[config.mk]
export PLATFORM = sky130hd
export DESIGN_NAME = num_conditioner
export DESIGN_NICKNAME = d
export VERILOG_FILES = /design/src/rtl/num_conditioner.sv
export SDC_FILE = /design/constraint.sdc
export NUM_CORES = 1
export LEC_CHECK = 0
export CAP_MARGIN = 10
export CORE_ASPECT_RATIO = 0.5
export CORE_MARGIN = 2
export CORE_UTILIZATION = 25
export DETAILED_ROUTE_END_ITERATION = 12
export PLACE_DENSITY_LB_ADDON = 0.3
export SLEW_MARGIN = 20
export SYNTH_ARGS = -nofsm -noshare
export SYNTH_HDL_FRONTEND = slang
export SYNTH_SLANG_ARGS = --single-unit
[constraint.sdc]
create_clock -name clk -period 4.3 [get_ports clk]
set_input_delay 0.645 -clock clk [delete_from_list [all_inputs] [get_ports clk]]
set_output_delay 0.645 -clock clk [all_outputs]
set_load 0.02 [all_outputs]
[src/rtl/num_conditioner.sv]
// Synchronise, debounce and edge-detect a raw level input; emits one num_o pulse per accepted edge.
// Latency SYNC_STAGES+DEBOUNCE_CYCLES edges from first sample to pulse; no backpressure, num_o is fire-and-forget.
module num_conditioner #(
   parameter int SYNC_STAGES     = 2,
   parameter int DEBOUNCE_CYCLES = 4,
   parameter int EDGE_MODE       = 0
) (
   input  logic       clk,
   input  logic       rst,
   input  logic       raw_i,
   input  logic       en_i,
   output logic       num_o,
   output logic       level_o,
   output logic       busy_o,
   output logic [7:0] reject_cnt_o
);

   localparam int SW = (DEBOUNCE_CYCLES > 1) ? $clog2(DEBOUNCE_CYCLES) : 1;
   localparam logic [SW-1:0] STAB_MAX = SW'(DEBOUNCE_CYCLES - 1);
   localparam bit PULSE_RISE = (EDGE_MODE == 0) || (EDGE_MODE == 2);
   localparam bit PULSE_FALL = (EDGE_MODE == 1) || (EDGE_MODE == 2);

   typedef enum logic [1:0] {
      IDLE_LOW,
      CHECK_HIGH,
      IDLE_HIGH,
      CHECK_LOW
   } state_t;

   logic [SYNC_STAGES-1:0] sync_q;
   logic                   sync;
   state_t                 state, state_nxt;
   logic [SW-1:0]          stab, stab_nxt;
   logic                   level_nxt;
   logic                   num_nxt;
   logic [7:0]             rej_nxt;
   logic [7:0]             rej_inc;
   logic                   rise_acc, fall_acc;

   assign sync    = sync_q[SYNC_STAGES-1];
   assign rej_inc = (reject_cnt_o == 8'hFF) ? reject_cnt_o : reject_cnt_o + 8'd1;

   always_ff @(posedge clk) begin
      if (rst) begin
         sync_q <= '0;
      end else begin
         sync_q <= {sync_q[SYNC_STAGES-2:0], raw_i};
      end
   end

   always_comb begin
      state_nxt = state;
      stab_nxt  = stab;
      level_nxt = level_o;
      rej_nxt   = reject_cnt_o;
      rise_acc  = 1'b0;
      fall_acc  = 1'b0;
      case (state)
         IDLE_LOW: begin
            if (sync) begin
               state_nxt = CHECK_HIGH;
               stab_nxt  = '0;
            end
         end
         CHECK_HIGH: begin
            if (!sync) begin
               state_nxt = IDLE_LOW;
               rej_nxt   = rej_inc;
            end else if (stab == STAB_MAX) begin
               state_nxt = IDLE_HIGH;
               level_nxt = 1'b1;
               rise_acc  = 1'b1;
            end else begin
               stab_nxt = stab + 1'b1;
            end
         end
         IDLE_HIGH: begin
            if (!sync) begin
               state_nxt = CHECK_LOW;
               stab_nxt  = '0;
            end
         end
         CHECK_LOW: begin
            if (sync) begin
               state_nxt = IDLE_HIGH;
               rej_nxt   = rej_inc;
            end else if (stab == STAB_MAX) begin
               state_nxt = IDLE_LOW;
               level_nxt = 1'b0;
               fall_acc  = 1'b1;
            end else begin
               stab_nxt = stab + 1'b1;
            end
         end
         default: state_nxt = IDLE_LOW;
      endcase
      // en_i only gates the pulse; an edge accepted while disabled is dropped
      num_nxt = en_i & ((PULSE_RISE & rise_acc) | (PULSE_FALL & fall_acc));
   end

   always_ff @(posedge clk) begin
      if (rst) begin
         state        <= IDLE_LOW;
         stab         <= '0;
         num_o        <= 1'b0;
         level_o      <= 1'b0;
         busy_o       <= 1'b0;
         reject_cnt_o <= 8'd0;
      end else begin
         state        <= state_nxt;
         stab         <= stab_nxt;
         num_o        <= num_nxt;
         level_o      <= level_nxt;
         busy_o       <= (state_nxt == CHECK_HIGH) || (state_nxt == CHECK_LOW);
         reject_cnt_o <= rej_nxt;
      end
   end

endmodule

==> summary.md, run 1 <==
| Metric | Value |
|---|---|
| Dpl hpwl | 937 um |
| Syn Nets | 80 |
| Die height | 41.1 um |
| Critical Path AT | 1.32 ns |
| Cts hold-fix bufs | 0 |
| Total track usage | 9.21% |
| Worst EP required | 3.65 ns |
| Htree depth | 1 |
| Worst vdd ir | 0.000141 V |
| Routability Congestion | 0.746 |
| Antenna viol nets, final | 0 |
| Num CTS Buffers | 3 |
| Power Total | 0.000302 W |
| Psw | 0.0000623 W |
| Die ar. | 0.00321 mm^2 |
| Pre-CTS WS | 2.48 ns |
| Post-synthesis cell count | 73 |
| Sw Share | 20.6% |
| N_diodes | 0 |
| Core Area | 0.00260 mm^2 |
| Worst slew pin tran | 0.570 ns |
| Leakage | 0.306 nW |
| Yosys warns | 0 |
| Crit-path slowest cell | clkdlybuf4s50_1 |
| Setup bufs post-CTS | 0 |
| Post-synth cell types | 25 |
| Netlist Area Pre-Place | 687 um^2 |
| Post-route insts no fill | 126 |
| Final setup viols | 0 |
| First-pass GRT wire length | 2070 um |
| DR iter-0 viols | 19 |
| Rows | 13 |
| Met1 WL | 684 um |
| Final min period | 1.97 ns |
| Initial Util | 26.4% |
| Clock sinks | 16 |
| DP Cell Count | 122 |
| DRC | 0 |
| Clock latency on the worst-skew pair | 0.25 ns |
| Final Hold Viols | 0 |
| Largest net degree at the start of global routing | 17 |
| Period utilization | 45.7% |
| Worst hold start | sync_q[0]$_SDFF_PP0_ |
| Area grow syn2layout | 33.0% |
| Worst Slack Setup Final | 2.33 ns |
| Initial antenna violation count | 0 |
| Root buf cell | clkbuf_8 |
| Status | completed |
| Worst Path Buf+Inv | 1 |
| Crit path launch type | flip-flop |
| TritonRoute pass-1 iters | 4 |
| Port bufs | 14 |
| Relative slew slack | 61.9% |
| Routed WL per cell | 10.6 um |
| CP Max Fanout | 7 |
| Total vias in the final route | 569 |
| Crit path from | reject_cnt_o[3]$_SDFFE_PP0P_ |
| PD cells | 331 mW/mm^2 |
| Crit-path leading delay family | buffers and inverters |
| Vias in the first global route | 459 |
| Clock Skew | 0.00236 ns |
| Total negative slack | 0 ns |
| Fin. max-slew vios | 0 |
| Vias per Instance | 4.52 |
| Sequential power share | 50.6% |
| RSZ-0062 raised after global routing | false |
| # IOs | 15 |
| R2r startpoint | reject_cnt_o[0]$_SDFFE_PP0P_ |
| Worst-path clk slew | 0.06 ns |
| Slowest stage delay, CP | 0.64 ns |
| Max Cap Viol | 0 |
| CTS tree | yes |
| Avg Cell Area, Syn | 9.41 um^2 |
| Share of layout cells above drive strength 1 | 7.87% |
| Utilization after layout | 35.1% |
| Comb pwr share | 5.2% |
| Top Layer Used | met4 |
| Overflow after GRT | 0 |
| Nets | 97 |
| Register bit count reported by yosys | 16 |
| Clock power frac | 44.2% |
| Final wirelength | 1340 um |
| Chip width | 78.1 um |
| Longest Clk Path Bufs | 2 |
| Met3 WL | 60 um |
| WS Path Type | flip-flop to output pin |
| Met2 wire len | 577 um |
| Sequential fraction of the synthesis area | 46.6% |
| Int Pwr | 0.000240 W |
| Critical path, cell by cell | clkdlybuf4s50_1 |
| Crit. End Element | output pin |
| Post-CTS sizing | 0 |
| Peak Freq | 509 MHz |
| Tightest Hold Check Type | flip-flop to flip-flop |
synth_stat cells:
cell type  number  area share, %
ha_1            3            5.5
nor2_1          6            3.3
nand3_1         4            2.9
inv_1           1           0.55
a31oi_1         1           0.91
a21oi_1         7            5.1
nand2_1         5            2.7
nor4_1          1           0.91
o31ai_1         3            3.3
nand2b_1        2            1.8
mux2i_1         2            2.9
xnor2_2         1            2.4
dfxtp_1        16             47
o21ai_0         4            2.9
nor2b_1         2            1.8
clkbuf_1        1           0.55
xor2_1          1            1.3
buf_6           1            1.6
o211ai_2        1            1.8
nor3b_1         1            1.1
or3_1           3            2.7
or4_1           3            3.3
or2_2           1           0.91
a22oi_1         2            2.2
nand4_1         1           0.91
per-layer routing:
| metal | GRT usage (%) | vias to the layer above |
|---|---|---|
| met5 | 0 | - |
| met4 | 6.58 | 0 |
| met3 | 4.19 | 2 |
| met2 | 14.4 | 10 |
| met1 | 10.5 | 260 |
| li1 | - | 297 |
area by class of cell:
cell class,instances,area [um^2]
Tap cell,37,46.3
Fill cell,278,1690
Inverter,1,3.75
Timing Repair Buffer,14,140
Multi-Input combinational cell,54,348
Clock buffer,4,55.1
Sequential cell,16,320
flip-flops by register name (all words and copies together), names as in the netlist:
register	count
num_o	1
reject_cnt_o	8
stab	2
level_o	1
state	2
sync_q	2
cells in the final DEF, fill, tap and decap left out, types with 2 or more instances in the layout:
cell,count
nand2b_1,2
mux2i_1,2
o21ai_0,4
clkdlybuf4s50_1,14
clkbuf_8,4
or4_1,3
nor2_1,6
nand2_1,5
ha_1,3
a22oi_1,2
nor2b_1,2
o31ai_1,3
nand3_1,4
or3_1,3
dfxtp_1,16
a21oi_1,7
stage by stage:
stage | hold slack (ns) | instance area (um^2)
after floorplan | 0.414 | 687
after global placement | 0.417 | 858
after detailed placement | 0.439 | 858
after CTS | 0.454 | 913
after global routing | 0.459 | 913
final | 0.441 | 913
power groups by stage:
stage	Combinational [W]	Clock, W	Sequential [W]
5_1_grt	0.0000172	0.000147	0.000153
3_5_place_dp	0.0000158	0	0.000156
6_report	0.0000156	0.000134	0.000153
3_3_place_gp	0.0000158	0	0.000156
2_1_floorplan	0.00000700	0	0.000158
4_1_cts	0.0000160	0.000139	0.000153
path summary, 6_finish.rpt:
check,end,slack (ns),depth (start not counted)
worst max-delay path,reject_cnt_o[3],2.33,1
worst min-delay path,sync_q[1]$_SDFF_PP0_,0.44,1
worst max register to register,reject_cnt_o[7]$_SDFFE_PP0P_,2.58,5
worst min register to register,sync_q[1]$_SDFF_PP0_,0.44,1
kinds of logic after synthesis:
family	Yosys count	share of synthesized area, %
compound gates	18	16.2
flops	16	46.6
fa+ha+maj	3	5.47
mux	2	2.91
xor+xnor	2	3.64
simple gates	29	22.4
buf+inv	3	2.73
Note: power is estimated with default switching activity, not from simulation.
==> run 2: changes to the inputs <==
- clock period: 4.3 -> 1.58 ns (I/O delays scaled with it)
==> run 2 against run 1 <==
Against the previous run:
- non-clock buffer count rose by 11
- clock-buffer cell count decreased by 1
- flip-flop and latch count is the same
- clock skew grew 0.0040 ns
- global-route usage increased by 0.69 points
- worst hold slack better by 0.0065 ns
- power grew to 2.5 times the previous value
- sequential share of layout area shrank 3.3 points
- largest power group unchanged
==> summary.md, run 2 (synthesis gave the netlist of run 1 again) <==
| Metric | Value |
|---|---|
| Area grow syn2layout | 46.6% |
| Max Cap Viol | 0 (unchanged) |
| Max reg flops | 8 (unchanged) |
| Dpl hpwl | 1050 um (+12%) |
| Routability Congestion | 0.723 (-3.1%) |
| Die ar. | 0.00321 mm^2 (unchanged) |
| Final non-filler cell area | 0.00101 mm^2 (+10%) |
| Crit path launch type | flip-flop |
| Num CTS Buffers | 3 (unchanged) |
| Port bufs | 14 (unchanged) |
| PD cells | 762 mW/mm^2 (+130%) |
| DP Cell Count | 133 (+9.0%) |
| Hold Path End | sync_q[1]$_SDFF_PP0_ |
| Rows | 13 (unchanged) |
| Tightest Hold Check Type | flip-flop to flip-flop |
| Final wirelength | 1350 um (+0.97%) |
| RSZ-0062 raised after global routing | false |
| Final setup viols | 0 (unchanged) |
| WHS Path Cells | 1 (unchanged) |
| Setup bufs post-CTS | 0 (unchanged) |
| Final min period | 1.53 ns |
| Reg2Reg Depth | 5 (unchanged) |
| R2r startpoint | reject_cnt_o[0]$_SDFFE_PP0P_ |
| Chip width | 78.1 um (unchanged) |
| Longest Clk Path Bufs | 2 (unchanged) |
| Power Total | 0.000767 W (+150%) |
| Critical path, cell by cell | buf_4 > clkdlybuf4s50_1 |
| DRC | 0 (unchanged) |
| Clock Skew | 0.00631 ns (+0.00395 ns) |
| Core Area | 0.00260 mm^2 (unchanged) |
| WS Path Type | flip-flop to output pin |
| Relative slew slack | 81.3% (+19 points) |
| Clock latency on the worst-skew pair | 0.25 ns (about the same) |
| Most common cell after layout, fill and taps aside | dfxtp_1 |
| Final Hold Viols | 0 (unchanged) |
| DR iter-0 viols | 19 (unchanged) |
| Leakage | 0.481 nW (+57%) |
| Utilization after layout | 38.7% (+3.6 points) |
| Worst-path clk slew | 0.06 ns (about the same) |
| Initial Util | 26.4% (unchanged) |
| Largest net degree at the start of global routing | 11 (-6) |
| Clock sinks | 16 (unchanged) |
| Antenna viol nets, final | 0 (unchanged) |
| Period utilization | 96.9% |
| Share of layout cells above drive strength 1 | 17.2% (+9.3 points) |
| Fin. max-slew vios | 0 (unchanged) |
| Total negative slack | 0 ns (unchanged) |
| Cell Area, Placed | 941 um^2 (+9.6%) |
| Initial antenna violation count | 0 (unchanged) |
| Post-route insts no fill | 136 (+7.9%) |
| Worst EP required | 1.34 ns (-2.31 ns) |
| Worst Path Buf+Inv | 2 (+1) |
| Total track usage | 9.89% (+0.69 points) |
| Peak Freq | 653 MHz |
| Overflow after GRT | 0 (unchanged) |
| Crit-path slowest cell | clkdlybuf4s50_1 |
| TritonRoute pass-1 iters | 4 (unchanged) |
| Root buf cell | clkbuf_8 |
| Worst slew pin tran | 0.280 ns (-0.291 ns) |
| N_diodes | 0 (unchanged) |
| Total vias in the final route | 598 (+5.1%) |
| Vias per Instance | 4.40 (-2.6%) |
| Worst hold start | sync_q[0]$_SDFF_PP0_ |
| Worst r2r dst | reject_cnt_o[7]$_SDFFE_PP0P_ |
| Most frequent cells in the layout | dfxtp_1 (16), buf_4 (10), clkdlybuf4s50_1 (9) |
| Die height | 41.1 um (unchanged) |
| Critical Path AT | 1.29 ns (-0.03 ns) |
| Routed WL per cell | 9.96 um (-6.5%) |
| Crit. End Element | output pin |
| Crit-path leading delay family | buffers and inverters |
| Htree depth | 1 (unchanged) |
| Status | completed |
| CP Max Fanout | 3 (-4) |
| Top reg by flops | reject_cnt_o |
| # IOs | 15 (unchanged) |
| Slowest stage delay, CP | 0.59 ns (-0.05 ns) |
| First-pass GRT wire length | 2280 um (+10%) |
| Vias in the first global route | 543 (+18%) |
| Nets | 108 (+11%) |
| Worst vdd ir | 0.000416 V (+200%) |
| Worst R2R Setup Slack | 0.11 ns (-2.47 ns) |
| CTS tree | yes |
-- run 2: worst register-to-register path, cell delays in order, from the launching register on --
cell and delay, ns:
dfxtp_1 0.31, ha_1 0.20, nand3_1 0.12, o211ai_4 0.14, or4_1 0.49, a21oi_1 0.14
-- run 2: power by group --
group	internal (W)	switching, W	leakage (nW)
logic	0.0000291	0.0000243	0.329
clock network	0.000169	0.000129	0.0216
registers	0.000410	0.00000526	0.130
-- run 2: final cells by class --
| type | instances | area (um^2) |
|---|---|---|
| Inverter | 1 | 3.75 |
| Timing Repair Buffer | 25 | 239 |
| Sequential cell | 16 | 320 |
| Multi-Input combinational cell | 54 | 357 |
| Fill cell | 280 | 1600 |
| Tap cell | 37 | 46.3 |
| Clock buffer | 3 | 41.3 |
-- run 2: timing repair --
action,in CTS,in global routing
endpoints found under the setup margin,0,9
gates resized for setup,0,7
hold buffers,0,0
-- run 2: metal layers --
metal / track usage [%] / vias up / wire [um]
met2: 17.7 / 9 / 617
met5: 0 / - / 0
met3: 3.30 / 2 / 47
met1: 11.2 / 266 / 667
met4: 5.26 / 0 / 22
li1: - / 321 / -
-- run 2: how the worst max path moves through the flow --
| stage | startpoint | endpoint | depth (start not counted) |
|---|---|---|---|
| after floorplan | reject_cnt_o[0]$_SDFFE_PP0P_ | reject_cnt_o[4]$_SDFFE_PP0P_ | 6 |
| after global routing | reject_cnt_o[1]$_SDFFE_PP0P_ | reject_cnt_o[1] | 2 |
| after CTS | reject_cnt_o[2]$_SDFFE_PP0P_ | reject_cnt_o[2] | 1 |
| after global placement | reject_cnt_o[6]$_SDFFE_PP0P_ | reject_cnt_o[1]$_SDFFE_PP0P_ | 5 |
| final | reject_cnt_o[1]$_SDFFE_PP0P_ | reject_cnt_o[1] | 2 |
| after detailed placement | reject_cnt_o[0]$_SDFFE_PP0P_ | reject_cnt_o[7]$_SDFFE_PP0P_ | 5 |
-- run 2: metrics by stage --
| step | setup slack [ns] | hold slack (ns) |
|---|---|---|
| floorplan | 0.0498 | 0.306 |
| global placement | 0.102 | 0.418 |
| detailed placement | 0.114 | 0.440 |
| CTS | 0.00517 | 0.455 |
| global route | 0.00551 | 0.473 |
| finish | 0.0488 | 0.448 |
==> run 3: changes to the inputs <==
- CTS_CLUSTER_DIAMETER: default -> 40
- TNS_END_PERCENT: default -> 30
==> run 3 against run 2 <==
Against the previous run:
- non-clock buffer count is the same
- power shrank 0.14%
- combinational power shrank 0.7%
- cell count is the same
- clock-buffer cell count is the same
==> summary.md, run 3 (synthesis gave the netlist of run 1 again) <==
| Metric | Value |
|---|---|
| Core Area | 0.00260 mm^2 (unchanged) |
| Final Hold Viols | 0 (unchanged) |
| Vias per Instance | 4.43 (+0.84%) |
| Critical Path AT | 1.29 ns (about the same) |
| Rows | 13 (unchanged) |
| Routability Congestion | 0.723 (unchanged) |
| Clock latency on the worst-skew pair | 0.25 ns (about the same) |
| N_diodes | 0 (unchanged) |
| Vias in the first global route | 543 (unchanged) |
| DR iter-0 viols | 20 (+1) |
| First-pass GRT wire length | 2280 um (unchanged) |
| Worst vdd ir | 0.000416 V (about the same) |
| Total vias in the final route | 603 (+0.84%) |
| Antenna viol nets, final | 0 (unchanged) |
| Longest Clk Path Bufs | 2 (unchanged) |
| Area grow syn2layout | 46.1% |
| WS Path Type | flip-flop to output pin |
| Worst EP required | 1.34 ns (about the same) |
| Port bufs | 14 (unchanged) |
| Most common cell after layout, fill and taps aside | dfxtp_1 |
| RSZ-0062 raised after global routing | true |
| TritonRoute pass-1 iters | 4 (unchanged) |
| Die height | 41.1 um (unchanged) |
| Peak Freq | 653 MHz (about the same) |
| Final min period | 1.53 ns (-0.000500 ns) |
| Slowest stage delay, CP | 0.59 ns (about the same) |
| Status | completed |
| Critical path, cell by cell | buf_4 > clkdlybuf4s50_1 |
| Top reg by flops | reject_cnt_o |
| # IOs | 15 (unchanged) |
| Overflow after GRT | 0 (unchanged) |
| Crit-path slowest cell | clkdlybuf4s50_1 |
| Leakage | 0.479 nW (-0.36%) |
| Setup bufs post-CTS | 0 (unchanged) |
| Crit path launch type | flip-flop |
| Num CTS Buffers | 3 (unchanged) |
| Initial antenna violation count | 0 (unchanged) |
| Fin. max-slew vios | 0 (unchanged) |
| Nets | 108 (unchanged) |
| Dpl hpwl | 1050 um (unchanged) |
| DRC | 0 (unchanged) |
| Final non-filler cell area | 0.00100 mm^2 (-0.37%) |
| Tightest Hold Check Type | flip-flop to flip-flop |
| Routed WL per cell | 9.92 um (-0.37%) |
| Share of layout cells above drive strength 1 | 17.2% (unchanged) |
| Utilization after layout | 38.6% (-0.14 points) |
| Worst slew pin tran | 0.269 ns (-0.0107 ns) |
| Cell Area, Placed | 941 um^2 (unchanged) |
| Clock sinks | 16 (unchanged) |
| Cts hold-fix bufs | 0 (unchanged) |
| Root buf cell | clkbuf_8 |
| Final setup viols | 0 (unchanged) |
| Worst-path clk slew | 0.06 ns (about the same) |
| Htree depth | 1 (unchanged) |
| Crit. End Element | output pin |
| Most frequent cells in the layout | dfxtp_1 (16), buf_4 (11), clkdlybuf4s50_1 (9) |
| CP Max Fanout | 3 (unchanged) |
| Die ar. | 0.00321 mm^2 (unchanged) |
| Max reg flops | 8 (unchanged) |
| Max Cap Viol | 0 (unchanged) |
| Post-CTS sizing | 0 (unchanged) |
| Clock Skew | 0.00608 ns (-0.000227 ns) |
| Chip width | 78.1 um (unchanged) |
| Initial Util | 26.4% (unchanged) |
| Total track usage | 9.89% (unchanged) |
| Final wirelength | 1350 um (-0.37%) |
| PD cells | 763 mW/mm^2 (+0.23%) |
| Period utilization | 96.9% (about the same) |
| Relative slew slack | 82.0% (+0.72 points) |
| CTS tree | yes |
| Largest net degree at the start of global routing | 11 (unchanged) |
==> run 3: cell counts in the layout (fill, tap and decap cells not counted) <==
No cell type changed its count.
==> run 3: worst paths after layout <==
check / end / from / slack, ns / cells past startpoint
setup / recovery: reject_cnt_o[1] / reject_cnt_o[1]$_SDFFE_PP0P_ / 0.05 / 2
hold reg to reg: sync_q[1]$_SDFF_PP0_ / sync_q[0]$_SDFF_PP0_ / 0.45 / 1
setup reg to reg: reject_cnt_o[7]$_SDFFE_PP0P_ / reject_cnt_o[0]$_SDFFE_PP0P_ / 0.11 / 5
hold / removal: sync_q[1]$_SDFF_PP0_ / sync_q[0]$_SDFF_PP0_ / 0.45 / 1
==> run 3: critical path: cells and delay by family (launching register included) <==
kind / cells / cell delay (ns)
buf+inv: 2 / 0.71
flops: 1 / 0.34
==> run 3: layout make-up <==
class	instances	area, um^2
timing repair buffer	25	235
clock buffer	3	41.3
sequential	16	320
multi-input combinational	54	357
inverter	1	3.75
tap	37	46.3
fill	282	1600
==> run 3: stage by stage <==
step	total power (W)	std cells	TNS, ns	hold slack, ns	setup slack [ns]
2_1_floorplan	0.000448	73	0	0.306	0.0498
3_3_place_gp	0.000477	133	0	0.418	0.102
3_5_place_dp	0.000476	133	0	0.440	0.114
4_1_cts	0.000779	136	0	0.455	0.00517
5_1_grt	0.000799	136	-0.00402	0.473	-0.00402
6_report	0.000766	136	0	0.448	0.0493
==> run 3: metal layers <==
| layer | GRT usage, % | wire length [um] | vias up |
|---|---|---|---|
| met5 | 0 | 0 | - |
| met4 | 5.26 | 22 | 0 |
| met3 | 3.30 | 47 | 2 |
| met2 | 17.7 | 619 | 9 |
| met1 | 11.2 | 660 | 272 |
| li1 | - | - | 320 |
==> run 3: report_power, final <==
part / internal [W] / switching, W / total (W)
clock network: 0.000169 / 0.000129 / 0.000297
logic: 0.0000287 / 0.0000243 / 0.0000530
registers: 0.000410 / 0.00000520 / 0.000416
total: 0.000608 / 0.000158 / 0.000766
